### src/rtl/coherent_average_mc.sv
// Coherent averager: accumulates N periods of M samples into y[], then streams
// y[h] >>> SHIFT out through a valid/ready port. Sample path is a 3-stage read-modify-write.
module coherent_average_mc #(
    parameter int M     = 32,
    parameter int N     = 4,
    parameter int DW    = 12,
    parameter int QW    = 32,
    parameter int SHIFT = 0
) (
    input  logic          clk_rapido,
    input  logic          reset_n,
    input  logic          start,
    input  logic          sync,
    input  logic [DW-1:0] x,
    input  logic          x_valid,
    output logic [QW-1:0] data_out,
    output logic          data_out_valid,
    input  logic          data_out_ready,
    output logic          busy,
    output logic          done
);

    localparam int AW = (M > 1) ? $clog2(M) : 1;
    localparam int KW = (N > 0) ? $clog2(N + 1) : 1;
    localparam logic [AW-1:0] LAST_IDX    = AW'(M - 1);
    localparam logic [KW-1:0] LAST_PERIOD = KW'(N - 1);

    typedef enum logic [2:0] {
        S_IDLE,
        S_CLEAR,
        S_WAIT_SYNC,
        S_ACCUM,
        S_DRAIN
    } state_t;

    state_t r_state;
    state_t w_stateNext;

    logic signed [QW-1:0] r_y [M];

    logic [AW-1:0] r_clrAddr;
    logic [AW-1:0] r_n;
    logic [KW-1:0] r_k;
    logic          r_allIn;
    logic [AW-1:0] r_h;
    logic          r_outValid;
    logic [QW-1:0] r_dataOut;
    logic          r_done;

    logic                 r_aValid;
    logic [AW-1:0]        r_aAddr;
    logic signed [DW-1:0] r_aX;
    logic signed [QW-1:0] r_aRd;
    logic                 r_bValid;
    logic [AW-1:0]        r_bAddr;
    logic signed [QW-1:0] r_bSum;
    logic                 r_cValid;
    logic [AW-1:0]        r_cAddr;
    logic signed [QW-1:0] r_cSum;

    logic                 w_accept;
    logic                 w_xfer;
    logic [AW-1:0]        w_hNext;
    logic signed [QW-1:0] w_base;
    logic signed [QW-1:0] w_sum;

    assign w_accept = x_valid && (((r_state == S_WAIT_SYNC) && sync) ||
                                  ((r_state == S_ACCUM) && !r_allIn));
    assign w_xfer   = (r_state == S_DRAIN) && r_outValid && data_out_ready;
    assign w_hNext  = r_h + AW'(1);

    // Stage-A read misses the write retiring on its own edge (now in C) and the one
    // retiring next edge (in B); the newer of those wins.
    always_comb begin
        w_base = r_aRd;
        if (r_bValid && (r_bAddr == r_aAddr)) begin
            w_base = r_bSum;
        end else if (r_cValid && (r_cAddr == r_aAddr)) begin
            w_base = r_cSum;
        end
        w_sum = w_base + QW'(r_aX);
    end

    always_ff @(posedge clk_rapido or negedge reset_n) begin
        if (!reset_n) begin
            r_state <= S_IDLE;
        end else begin
            r_state <= w_stateNext;
        end
    end

    always_comb begin
        w_stateNext = r_state;
        case (r_state)
            S_IDLE:      if (start) w_stateNext = S_CLEAR;
            S_CLEAR:     if (r_clrAddr == LAST_IDX) w_stateNext = S_WAIT_SYNC;
            S_WAIT_SYNC: if (w_accept) w_stateNext = S_ACCUM;
            S_ACCUM:     if (r_allIn && !r_aValid && !r_bValid) w_stateNext = S_DRAIN;
            S_DRAIN:     if (w_xfer && (r_h == LAST_IDX)) w_stateNext = S_IDLE;
            default:     w_stateNext = S_IDLE;
        endcase
    end

    // Run bookkeeping: clear index, sample/period counters, readout index and output register.
    always_ff @(posedge clk_rapido or negedge reset_n) begin
        if (!reset_n) begin
            r_clrAddr  <= '0;
            r_n        <= '0;
            r_k        <= '0;
            r_allIn    <= 1'b0;
            r_h        <= '0;
            r_outValid <= 1'b0;
            r_dataOut  <= '0;
            r_done     <= 1'b0;
        end else begin
            r_done <= 1'b0;
            if (r_state == S_IDLE) begin
                r_clrAddr <= '0;
                r_n       <= '0;
                r_k       <= '0;
                r_allIn   <= 1'b0;
                r_h       <= '0;
            end
            if (r_state == S_CLEAR) begin
                r_clrAddr <= r_clrAddr + AW'(1);
            end
            if (w_accept) begin
                if (r_n == LAST_IDX) begin
                    r_n <= '0;
                    r_k <= r_k + KW'(1);
                    if (r_k == LAST_PERIOD) begin
                        r_allIn <= 1'b1;
                    end
                end else begin
                    r_n <= r_n + AW'(1);
                end
            end
            if (r_state == S_DRAIN) begin
                if (!r_outValid) begin
                    r_outValid <= 1'b1;
                    r_dataOut  <= r_y[r_h] >>> SHIFT;
                end else if (data_out_ready) begin
                    if (r_h == LAST_IDX) begin
                        r_outValid <= 1'b0;
                        r_done     <= 1'b1;
                    end else begin
                        r_h       <= w_hNext;
                        r_dataOut <= r_y[w_hNext] >>> SHIFT;
                    end
                end
            end
        end
    end

    // Accumulate pipeline: A = read issued, B = sum computed, C = write just retired.
    always_ff @(posedge clk_rapido or negedge reset_n) begin
        if (!reset_n) begin
            r_aValid <= 1'b0;
            r_aAddr  <= '0;
            r_aX     <= '0;
            r_aRd    <= '0;
            r_bValid <= 1'b0;
            r_bAddr  <= '0;
            r_bSum   <= '0;
            r_cValid <= 1'b0;
            r_cAddr  <= '0;
            r_cSum   <= '0;
        end else begin
            r_aValid <= w_accept;
            if (w_accept) begin
                r_aAddr <= r_n;
                r_aX    <= x;
                r_aRd   <= r_y[r_n];
            end
            r_bValid <= r_aValid;
            if (r_aValid) begin
                r_bAddr <= r_aAddr;
                r_bSum  <= w_sum;
            end
            r_cValid <= r_bValid;
            r_cAddr  <= r_bAddr;
            r_cSum   <= r_bSum;
        end
    end

    always_ff @(posedge clk_rapido) begin
        if (r_state == S_CLEAR) begin
            r_y[r_clrAddr] <= '0;
        end else if (r_bValid) begin
            r_y[r_bAddr] <= r_bSum;
        end
    end

    assign data_out       = r_dataOut;
    assign data_out_valid = r_outValid;
    assign busy           = (r_state != S_IDLE);
    assign done           = r_done;

endmodule

### config.mk
export PLATFORM = sky130hd
export DESIGN_NAME = coherent_average_mc
export DESIGN_NICKNAME = d
export VERILOG_FILES = /design/src/rtl/coherent_average_mc.sv
export SDC_FILE = /design/constraint.sdc
export NUM_CORES = 2
export LEC_CHECK = 0
export ABC_AREA = 1
export CORE_MARGIN = 5
export CORE_UTILIZATION = 35
export DETAILED_ROUTE_END_ITERATION = 10
export GPL_TIMING_DRIVEN = 0
export PLACE_DENSITY_LB_ADDON = 0.2
export REMOVE_ABC_BUFFERS = 1
export SYNTH_ARGS = -nofsm -noshare
export SYNTH_HDL_FRONTEND = slang
export SYNTH_SLANG_ARGS = --single-unit
### constraint.sdc
create_clock -name clk_rapido -period 4.64 [get_ports clk_rapido]
set_input_delay 1.392 -clock clk_rapido [delete_from_list [all_inputs] [get_ports clk_rapido]]
set_output_delay 1.392 -clock clk_rapido [all_outputs]
set_load 0.02 [all_outputs]
After elaboration in Yosys (flattened, before gate mapping)
Memory sizes are Yosys's and may differ from the RTL's. A register that Yosys moved wholly into a read port is not among the register bits.
Index checks and enable logic that the tools add are counted.
{ "word_totals": {"register_bits": 150, "memories": 1, "ramBits": 1024, "in_bits": 18, "wordCells": 105} }
{ "mem_list": {"columns": ["name", "words", "width", "read_ports", "rd_ports_with_merged_regs", "wr", "line", "rtl"], "rows": [
  ["r_y", 32, 32, 3, 1, 1, "39", "logic signed [QW-1:0] r_y [M];"]
]} }
{ "classes": {"n_mux": 42, "n_reduce_logical": 22, "n_eq_ne": 17, "add_sub_neg": 5} }
{ "ops": {"columns": ["op", "n"], "rows": [
  ["two-way mux 32 bit", 6],
  ["two-way mux 5 bit", 10],
  ["adder 32 x 12 -> 32 bit", 1],
  ["OR reduction 32 bit", 1],
  ["two-way mux 3 bit", 8],
  ["two-way mux 1 bit", 17],
  ["adder 5 x 1 -> 5 bit, second input constant", 3],
  ["equality test 5 bit, second input constant", 3],
  ["case mux 3 bit (5 select lines)", 1],
  ["inequality test 2 bit, second input constant", 6],
  ["equality test 5 bit", 2],
  ["logical AND 1 bit", 10],
  ["equality test 3 x 2 -> 1 bit, second input constant", 3],
  ["AND reduction 5 bit", 1],
  ["zero test 1 bit", 4],
  ["nonzero test 2 bit", 2],
  ["adder 3 x 1 -> 3 bit, second input constant", 1],
  ["equality test 3 x 1 -> 1 bit, second input constant", 1],
  ["equality test 3 bit, second input constant", 1],
  ["zero test 3 bit", 1],
  ["AND reduction 3 bit", 1],
  ["nonzero test 3 bit", 1],
  ["inequality test 2 x 1 -> 1 bit, second input constant", 1],
  ["logical OR 1 bit", 1]
]} }

Depth between registers and ports, before layout
{ "depth": {"ltp_word": 6, "depth_mapped": 23, "ltp_nobuf": 22} }

Worst setup path before layout
Ideal clock, no wire load.
{ "synth_path": {"path_type": "flip-flop to flip-flop", "from": "register r_state[2]", "to": "memory r_y[17][0] (enable)", "required_time_ns": 4.219, "stages_incl_launch_ff": 9, "setup_ns": 0.421, "path_buffers": 1, "t_arrival_ns": 2.813, "slack_ns": 1.406, "path_cell_list": "dfrtp_1 > nor3_4 > inv_2 > nand2_2 > buf_6 > nand2_1 > o21ai_0 > nand3_1 > nor2_1"} }
{ "synth_via": {"elab_chain_len": 5, "word_cells_on_any_way": 8, "classes_between": "eq/ne (1); mux (6); reduce/logical (1)"} }
{ "synth_lines": {"columns": ["item", "line", "rtl"], "rows": [
  ["start: declaration", "36", "state_t r_state;"],
  ["start signal: assignment", "88", "r_state <= w_stateNext;"],
  ["equality test 3 x 1 -> 1 bit (*)", "187", "if (r_state == S_CLEAR) begin"],
  ["two-way mux 1 bit", "187", null],
  ["two-way mux 1 bit (implied by the code)", "190", "r_y[r_bAddr] <= r_bSum;"],
  ["OR reduction 32 bit (no line)", null, null],
  ["two-way mux 5 bit (no line) / two-way mux 1 bit (equally long branches)", null, null],
  ["end: declaration", "39", null]
]} }
Mark *: on every way between the ends. The rest lies on a longest branch, timed or not.

Worst setup path after layout
{ "layout_path": {"from": "register r_state[1]", "to": "memory r_y[18][5] (enable)"} }
Same word-level chain as after synthesis.

==> flow_metrics.py <==
metrics = {
    "outcome": {
        "status": "complete, no violations",
    },
    "yosys": {
        "synth_top_cells_by_area": "edfxtp_1, nand2_1, nand3_1",
        "syn_area_um2": 70300,
        "synth_warnings": 0,
        "netlist.area_leader.share": 0.437,
        "synth_top_area_cell": "edfxtp_1",
        "postSynth.asyncResetShare": 0.151,
        "synth_edf_count": 1024,
        "synthDistinctLibCells": 46,
        "avgSynthCellArea_um2": 7.97,
        "synth_top_flop_cell": "edfxtp_1",
        "ys_seq_elements": 1206,
        "postSynthCellCount": 8823,
        "ys_seq_area_frac": 0.502,
    },
    "pwr": {
        "power_density_nw_per_um2": 574,
        "p_total_w": 0.0464,
        "ir_worst_vdd_mv": 0.474,
        "leakagePower_nw": 31.7,
    },
    "floorplan": {
        "start_util": 0.352,
        "die_w_um": 458,
        "fp-row-count": 164,
        "die-height_um": 458,
        "num_io_pins": 53,
        "coreArea_um2": 200000,
        "dieArea_um2": 210000,
    },
    "placed_design": {
        "place_area_um2": 75900,
        "gp_congestion": 0.857,
        "dp_hpwl_um": 172000,
        "buffer_ports.inserted": 52,
        "dpl.cell_count": 11000,
    },
    "clock_tree": {
        "tritoncts": "done",
        "cts_buffers": 144,
        "clockRootBuffer": "clkbuf_16",
        "cts_hold_buf": 0,
        "clkLatencyLatePin_ns": 0.81,
        "clk_path_buf_depth": 3,
        "cts_num_sinks": 1206,
        "cts_htree_levels": 4,
        "clk_pin_slew_ns": 0.06,
    },
    "critical_path": {
        "path_class": "reg2reg",
        "reg2reg_from": "r_state[1]",
        "end_kind": "flip-flop",
        "crit_arrival_ns": 5.04,
        "r2r_end": "r_y[18][5]",
        "rr_worst_depth": 9,
        "cp_cell_sequence": "nor3_4, inv_2, nand2_4, o21ai_0, inv_1, nand3_1, nor2_4, buf_12, buf_16",
        "cp_max_fo": 42,
        "r2r_slack_ns": 0.08,
        "slowest_stage": "nor2_4",
        "critPathLaunchType": "flip-flop",
        "required_ns": 5.12,
        "cpPeakStageDelay_ns": 0.97,
    },
    "min_path": {
        "min_to": "r_cSum[23]",
        "worstHoldStart": "r_bSum[23]",
        "min_path_cells": 0,
        "hold_class": "reg2reg",
    },
    "timing": {
        "drv_slew": 0,
        "finClkSkew_ns": 0.0371,
        "finalHoldViolCount": 0,
        "rsz0062_at_grt": "yes",
        "max_freq_ghz": 0.219,
        "worst_pin_slew_ns": 1.22,
        "fin_hold_ws_ns": 0.362,
        "setup_viol": 0,
        "fin_crit_ns": 4.56,
        "finalCritPeriodShare": 0.983,
        "relSlewSlack": 0.187,
    },
    "run": {
        "cap_viol_max_count": 0,
    },
    "detailed_routing": {
        "drtIter0Drc": 8221,
        "num_vias": 67800,
        "drc_errors": 0,
        "wl_per_cell_um": 26.2,
        "vias_per_cell": 5.99,
        "wl_um": 296000,
        "ant_nets": 0,
        "drtPass1Iterations": 6,
    },
    "grt": {
        "grt_pass1_vias": 64900,
        "grt_overflow": 0,
        "grt_max_degree": 244,
        "grt_util_all_layers": 0.271,
        "antenna_found_initial": 4,
        "grt_pass1_wl_um": 427000,
    },
    "finish": {
        "num-nets-final": 8596,
        "num_antenna_cells": 0,
        "stdcell_count": 11300,
        "layout_common_cells": "nand2_1, nand3_1, edfxtp_1, o21ai_0, nor2_1",
        "drive_gt1_frac": 0.0618,
        "fin_util": 0.405,
        "design_area_um2": 81000,
        "final_common_cell": "nand2_1",
        "area_growth_syn_to_layout_pct": 15.2,
    },
}
==> registers in the layout, indices dropped and copies added, names as in the netlist, 5 cells and up <==
name,flops
r_y,1024
data_out,32
r_bSum,32
r_cAddr,5
r_n,5
r_bAddr,5
r_aRd,32
r_clrAddr,5
r_h,5
r_cSum,32
r_aX,12
r_aAddr,5
==> timing repair <==
action                     CTS  global route
setup buffers                0             6
setup endpoints to repair   36            37
cloned                       5             0
pin swaps                    0             1
gates resized for setup      3             4
==> cells in the mapped netlist (6+ instances only) <==
cell type,count
dfrtp_1,182
o211ai_1,234
nand3_1,1546
o21ai_1,48
inv_1,281
buf_4,98
nand4_1,10
xor2_1,8
buf_1,41
o22ai_1,235
buf_6,24
o21ai_0,744
inv_2,6
ha_1,42
nor2_1,592
nor3_1,7
nand2_1,2812
buf_2,280
o221ai_1,14
clkbuf_1,253
edfxtp_1,1024
a21oi_1,287
o31ai_1,7
==> power breakdown <==
group	internal, W	switching, W	total [W]
Sequential	0.0134	0.00107	0.0145
Combinational	0.00642	0.0137	0.0201
Clock	0.00712	0.00470	0.0118
==> routing by layer <==
metal | GRT usage | part of all wire
met1 | 0.332 | 0.37
met2 | 0.445 | 0.46
met3 | 0.0473 | 0.097
met4 | 0.173 | 0.070
met5 | 0 | 0.000061
==> metrics by stage <==
| stage | TNS (ns) | setup WS, ns |
|---|---|---|
| floorplan | -1707.33 | -36.08 |
| global placement | -9206.86 | -78.46 |
| detailed placement | -16.62 | -0.787 |
| CTS | 0 | 0.0208 |
| global route | -0.00944 | -0.00944 |
| finish | 0 | 0.0767 |
==> worst max path at each step <==
stage	from	to	slack, ns	cells after the start
after detailed placement	r_aAddr[1]	r_bSum[30]	-0.79	21
after floorplan	r_h[0]	data_out[12]	-36.08	10
final	r_state[1]	r_y[18][5]	0.08	9
after global routing	r_h[0]	data_out[3]	-0.009	16
after global placement	r_h[0]	data_out[21]	-78.46	10
after CTS	r_aAddr[1]	r_bSum[30]	0.02	21
==> logic make-up (layout without fill, tap and decap cells) <==
kind of cell | count (synthesis) | after routing | synth area share
and+or+nand+nor | 4982 | 4982 | 0.295
AOI/OAI and AO/OA | 1586 | 1586 | 0.127
adders and majority gates | 43 | 43 | 0.00776
DFF | 1206 | 1206 | 0.502
buffers and inverters | 992 | 822 | 0.0660
xor gates and xnor gates | 14 | 14 | 0.00196
==> worst max-delay path: cells and delay by family (launching register included) <==
family	cells	cell delay (ns)
simple gates	4	2.62
buf+inv	4	0.78
flops	1	0.46
compound gates	1	0.32
==> cell type report <==
class	instances	area (um^2)
Fill cell	19500	119000
Multi-Input combinational cell	6625	30800
Sequential cell	1206	35300
Clock inverter	62	729
Timing Repair inverter	2	16.3
Inverter	294	1210
Timing Repair Buffer	262	5390
Tap cell	2656	3320
Clock buffer	202	4150
Power figures use the tool's default switching activity.
